<file path="src/rtl/axi_write_master.sv">
// axi_write_master: single-outstanding AXI3 write burst issuer (AW, then W beats, then B).
// Optional B-wait timeout enabled by defining WRITE_MASTER_TIMEOUT_EN.
module axi_write_master #(
    parameter int buswidth       = 32,
    parameter int TIMEOUT_CYCLES = 256
) (
    input  logic                ACLK,
    input  logic                ARESETn,
    input  logic                req_valid,
    output logic                req_ready,
    input  logic [3:0]          req_id,
    input  logic [31:0]         req_addr,
    input  logic [3:0]          req_len,
    input  logic [2:0]          req_size,
    input  logic [1:0]          req_burst,
    input  logic [buswidth-1:0] wr_data,
    input  logic [3:0]          wr_strb,
    input  logic                wr_data_valid,
    output logic                wr_data_ready,
    output logic                done,
    output logic [1:0]          done_resp,
    output logic [3:0]          AWID,
    output logic [31:0]         AWADDR,
    output logic [3:0]          AWLEN,
    output logic [2:0]          AWSIZE,
    output logic [1:0]          AWBURST,
    output logic [1:0]          AWLOCK,
    output logic [3:0]          AWCACHE,
    output logic [2:0]          AWPROT,
    output logic                AWVALID,
    input  logic                AWREADY,
    output logic [3:0]          WID,
    output logic [buswidth-1:0] WDATA,
    output logic [3:0]          WSTRB,
    output logic                WLAST,
    output logic                WVALID,
    input  logic                WREADY,
    input  logic [3:0]          BID,
    input  logic [1:0]          BRESP,
    input  logic                BVALID,
    output logic                BREADY
);
    typedef enum logic [1:0] {IDLE, ADDR, DATA, RESP} state_t;

    state_t     state, next;
    logic [3:0] cnt;
    logic       xfer, last, timeout;

`ifdef WRITE_MASTER_TIMEOUT_EN
    logic [31:0] tcnt;
    assign timeout = state == RESP && !BVALID && tcnt == 32'(TIMEOUT_CYCLES - 1);
    always_ff @(posedge ACLK or negedge ARESETn)
        if (!ARESETn) tcnt <= '0;
        else          tcnt <= state == RESP ? tcnt + 32'd1 : '0;
`else
    assign timeout = 1'b0 && TIMEOUT_CYCLES != 0;
`endif

    assign xfer          = state == DATA && wr_data_valid && WREADY;
    assign last          = cnt == AWLEN;
    assign req_ready     = state == IDLE;
    assign AWVALID       = state == ADDR;
    assign WVALID        = state == DATA && wr_data_valid;
    assign wr_data_ready = state == DATA && WREADY;
    assign WDATA         = state == DATA ? wr_data : '0;
    assign WSTRB         = state == DATA ? wr_strb : 4'd0;
    assign WLAST         = state == DATA && last;
    assign WID           = AWID;
    assign BREADY        = state == RESP;
    assign AWLOCK        = 2'd0;
    assign AWCACHE       = 4'd0;
    assign AWPROT        = 3'd0;

    always_comb begin
        next = state;
        case (state)
            IDLE:    next = req_valid ? ADDR : IDLE;
            ADDR:    next = AWREADY ? DATA : ADDR;
            DATA:    next = xfer && last ? RESP : DATA;
            RESP:    next = BVALID || timeout ? IDLE : RESP;
            default: next = IDLE;
        endcase
    end

    always_ff @(posedge ACLK or negedge ARESETn)
        if (!ARESETn) state <= IDLE;
        else          state <= next;

    always_ff @(posedge ACLK or negedge ARESETn) begin
        if (!ARESETn) begin
            AWID      <= '0;
            AWADDR    <= '0;
            AWLEN     <= '0;
            AWSIZE    <= '0;
            AWBURST   <= '0;
            cnt       <= '0;
            done      <= 1'b0;
            done_resp <= 2'b00;
        end else begin
            if (state == IDLE && req_valid) begin
                AWID    <= req_id;
                AWADDR  <= req_addr;
                AWLEN   <= req_len;
                AWSIZE  <= req_size;
                AWBURST <= req_burst;
                cnt     <= '0;
            end else if (xfer) begin
                cnt <= cnt + 4'd1;
            end
            done <= state == RESP && (BVALID || timeout);
            // a response carrying a foreign ID is reported as SLVERR
            if (state == RESP && BVALID) done_resp <= BID == AWID ? BRESP : 2'b10;
            else if (timeout)            done_resp <= 2'b10;
        end
    end
endmodule

</file>
<file path="config.mk">
export PLATFORM = sky130hd
export DESIGN_NAME = axi_write_master
export DESIGN_NICKNAME = d
export VERILOG_FILES = /design/src/rtl/axi_write_master.sv
export SDC_FILE = /design/constraint.sdc
export NUM_CORES = 1
export LEC_CHECK = 0
export BUFFER_PORTS_ARGS = -buffer_cell sky130_fd_sc_hd__buf_2
export CORE_MARGIN = 4
export CORE_UTILIZATION = 35
export DETAILED_ROUTE_END_ITERATION = 12
export PLACE_DENSITY = 0.71
export SLEW_MARGIN = 20
export SYNTH_ARGS = -nofsm -noshare
export SYNTH_HDL_FRONTEND = slang
export SYNTH_SLANG_ARGS = --single-unit
</file>
<file path="constraint.sdc">
create_clock -name ACLK -period 2.25 [get_ports ACLK]
set_input_delay 0.45 -clock ACLK [delete_from_list [all_inputs] [get_ports ACLK]]
set_output_delay 0.45 -clock ACLK [all_outputs]
set_load 0.02 [all_outputs]
</file>
-- Yosys cells after proc, flatten, opt, wreduce, memory -nomap -nowiden
Index checks and enable logic that the tools add are counted.
- $add $sub $neg: 1
- multiply operators: 0
- div/mod/pow operators: 0
- order comparisons: 0
- equal/unequal tests: 5
- shift operators: 0
- muxes and demuxes: 10
- bitwise logic cells: 0
- reduce and logical (&&, ||, !) cells: 9
- operators by type and width (operator ; number):
    $mux 32 ; 1
    $mux 4 ; 3
    $eq 4x4->1 ; 2
    $pmux 2 s4 ; 1
    $logic_and 1x1->1 ; 7
    $mux 2 ; 3
    $add 4x1->4 const B ; 1
    $eq 2x2->1 const B ; 2
    $eq 2x1->1 const B ; 1
    $logic_not 2->1 ; 1
    $mux 1 ; 2
    $reduce_bool 2->1 ; 1
- register bits: 54
- latch bits: 0
- RAM bits: 0
- ROM bits: 0
- bits of input ports: 94
- output and inout bits: 103
- word-level logic and storage cells: 34
- memories: 0

-- Logic depth before layout (Yosys ltp)
- word-level depth: 6
- mapped depth: 6
- mapped depth without buffers: 4

-- Least setup slack after synthesis
No wires, ideal clock.
- path type: register -> output
- from: reg state[0]
- to: out WDATA[16]
- arrival: 1355 ps
- required time: 1800 ps
- setup slack: 445 ps
- cell stages (with the launch flop): 6
- buffers on the path: 3
- path through: dfrtp_1 > clkbuf_1 > nor2b_1 > clkbuf_1 > clkbuf_1 > and2_1
- longest elaborated chain between the ends: 2
- ends and longest elaborated chain (element ; RTL line ; RTL):
    start, declared ; 45 ; state_t state, next;
    start signal, assigned ; 87 ; else state <= next;
    $eq 2x2->1 ; 65 ; assign WDATA = state == DATA ? wr_data : '0;
    $mux 32 ; 65 ;
    end, declared ; 33 ; output logic [buswidth-1:0] WDATA,
Every way passes these cells.

-- Worst setup path in the final report
- from: reg state[0]
- to: out WDATA[31]
Same word-level chain as after synthesis.

==> metrics <==
outcome=completed; TritonRoute pass-1 iters=3; CP startpoint kind=register; synth unique cells=30; final WL=~7300 um; count of state elements after synthesis=54; clk sinks=54; peak supply drop=605 uV; vias per cell=4.38; RSZ-0062 raised after global routing=false; drt drc=0; root buffer cell=clkbuf_8; Reg2Reg Depth=2; YS warnings=0; Initial Util=0.365; number of nets in the layout=480; maxcap violations=0; # IOs=slightly below 200; Overflow after GRT=0; CTS tree=done; FP Rows=31; Final min period=2.00 ns; fillers=~690; number of global-route vias before repair=approximately 2300; final setup vio count=0; Power Density=around 1400 nW/um^2; TNS Setup=0 ns; Worst EP arrival=1.55 ns; share of cells above drive strength 1=0.632; GP Congestion=0.712; Worst Tran Pin Value=~0.87 ns; Num CTS Buffers=5; setup ws final=0.247 ns; # H-tree levels=2; Hold-fix buffers, CTS=0; WL/cell=15.1 um; gr usage total=0.156; Setup Buffers After CTS=0; Rel. slew slack=0.423; vias=approximately 2100; Clock Latency Late Sink=roughly 0.3 ns; reg2reg setup slack=roughly 0.40 ns; sequential area share after synthesis=0.505; Hold Worst Slack=about 0.12 ns; syn_area_per_cell=13.0 sq um; Final Instance Area=~3700 sq um; initial antenna violation count=0; post-route ant nets=0; CP max FO=38; Core Footprint=7330 sq um; hpwl dp=6020 um; Die Height=95.4 um; Worst EP required=between 1.5 and 2 ns; clock buffer depth=2; Hold Vio Cnt, Final=0; Place WS=about 0.3 ns; synthesized area=2670 sq um; crit path kind=reg -> out; Placement Cell Area=3610 sq um; Port Buffers=187; Post-Route Skew=0.00867 ns; Area Overhead vs Synth=38.5%; Resize count post-CTS=0; Die Width=95.4 um; first-pass GRT wire length=approximately 11000 um; Mapped Cells=a little over 200; largest net degree at the start of global routing=48; fin. max-slew vios=0; Clock Pin Slew Worst Setup and Hold Paths=0.10 ns; DR iter-0 viols=38; Max Clk Rate=0.499 GHz; Tcrit/Tclk final=0.890; die area=9100 sq um; ANT cells=0; Leakage=2.06 nW; Hold Crit Class=in -> async; element type at the critical path end=output pin
==> path summary, 6_finish.rpt <==
kind / from / end
setup / recovery: state[0] / WDATA[31]
hold / removal: ARESETn / AWADDR[22]
setup reg to reg: state[0] / AWBURST[1]
hold reg to reg: done_resp[0] / done_resp[0]
max in group asynchronous: ARESETn / state[1]
min in group ACLK: BVALID / state[0]
==> placed cells by master (no fill, tap or decap) <==
master / instances
and2_1: 39
mux2_4: 28
o221ai_1: 1
nor2_1: 4
ha_1: 1
dfrtp_1: 53
xor2_1: 1
o31ai_1: 2
mux2_2: 17
inv_1: 3
nor3b_1: 1
xnor2_1: 8
o21ai_0: 1
buf_2: 187
nand2_1: 3
conb_1: 9
or3b_4: 1
a21oi_1: 1
nand3_1: 2
nand4_1: 2
a21o_1: 1
nand4b_1: 1
clkbuf_8: 5
o31a_1: 1
inv_6: 1
nor2b_1: 2
buf_12: 1
o211ai_1: 2
mux2i_1: 1
dfrtp_2: 1
clkinv_2: 2
buf_4: 1
nand2b_1: 3
==> registers in the layout, indices dropped and copies added, names as in the netlist <==
signal and count:
done_resp 2, AWBURST 2, AWLEN 4, AWSIZE 3, cnt 4, AWID 4, AWADDR 32, state 2
done 1
==> synthesized netlist by cell type, drive strengths merged <==
cell type	number	area share
dfrtp	54	0.51
mux2	45	0.23
and2	39	0.091
buf	19	0.059
xnor2	8	0.026
clkbuf	5	0.0070
nor2	4	0.0056
inv	3	0.0042
nand2	3	0.0042
nand2b	3	0.0070
nand3	2	0.0037
nand4	2	0.0047
nor2b	2	0.0047
o211ai	2	0.0056
o31ai	2	0.0056
a21o	1	0.0028
a21oi	1	0.0019
conb	1	0.0014
ha	1	0.0047
mux2i	1	0.0037
nand4b	1	0.0033
nor3b	1	0.0028
o21ai	1	0.0019
o221ai	1	0.0033
o31a	1	0.0033
or3b	1	0.0042
xor2	1	0.0033
==> through the flow <==
step	utilization	power, mW	cells
detailed placement	0.493	4.88	477
global placement	0.493	4.83	477
finish	0.505	5.36	485
global route	0.505	5.74	485
floorplan	-	3.97	213
CTS	0.505	5.44	485
==> cell type report <==
cell class,instances,area (sq um),area share
inverter,3,11.3,0.00304
clock inverter,3,18.8,0.00507
timing repair buffer,189,963,0.260
multi-input combinational,132,1160,0.314
clock buffer,5,68.8,0.0186
tap,99,124,0.0335
sequential,54,1350,0.365
==> worst max-delay path: stages (launching register included) <==
cell and delay, ns:
dfrtp_1 0.50, nor2b_1 0.14, buf_4 0.27, and2_1 0.18, buf_2 0.16
==> logic make-up (layout without fill, tap and decap cells) <==
kind of cell               Yosys count  count (layout)  synth area share
buffers and inverters               27             200            0.0707
muxes                               46              46             0.233
AOI/OAI and AO/OA                    9               9            0.0243
adders and majority gates            1               1           0.00468
other                                1               9           0.00140
and+or+nand+nor                     58              58             0.131
DFF                                 54              54             0.505
xor gates and xnor gates             9               9            0.0295
==> metal layers <==
metal  part of all wire  GRT usage  up-vias  wire length (um)
li1                   -          -     1014                 -
met1               0.35      0.162      987              2530
met2               0.54      0.308      115              3970
met3               0.10     0.0418        7               729
met4              0.010     0.0355        0                73
met5                  0          0        -                 0
==> power breakdown <==
part           internal, mW  switching, mW  leakage, nW
Sequential             1.44          0.329        0.645
Clock                 0.220          0.317       0.0483
Combinational          1.37           1.69         1.36
Total                  3.02           2.34         2.06
Note: power is estimated with default switching activity, not from simulation.
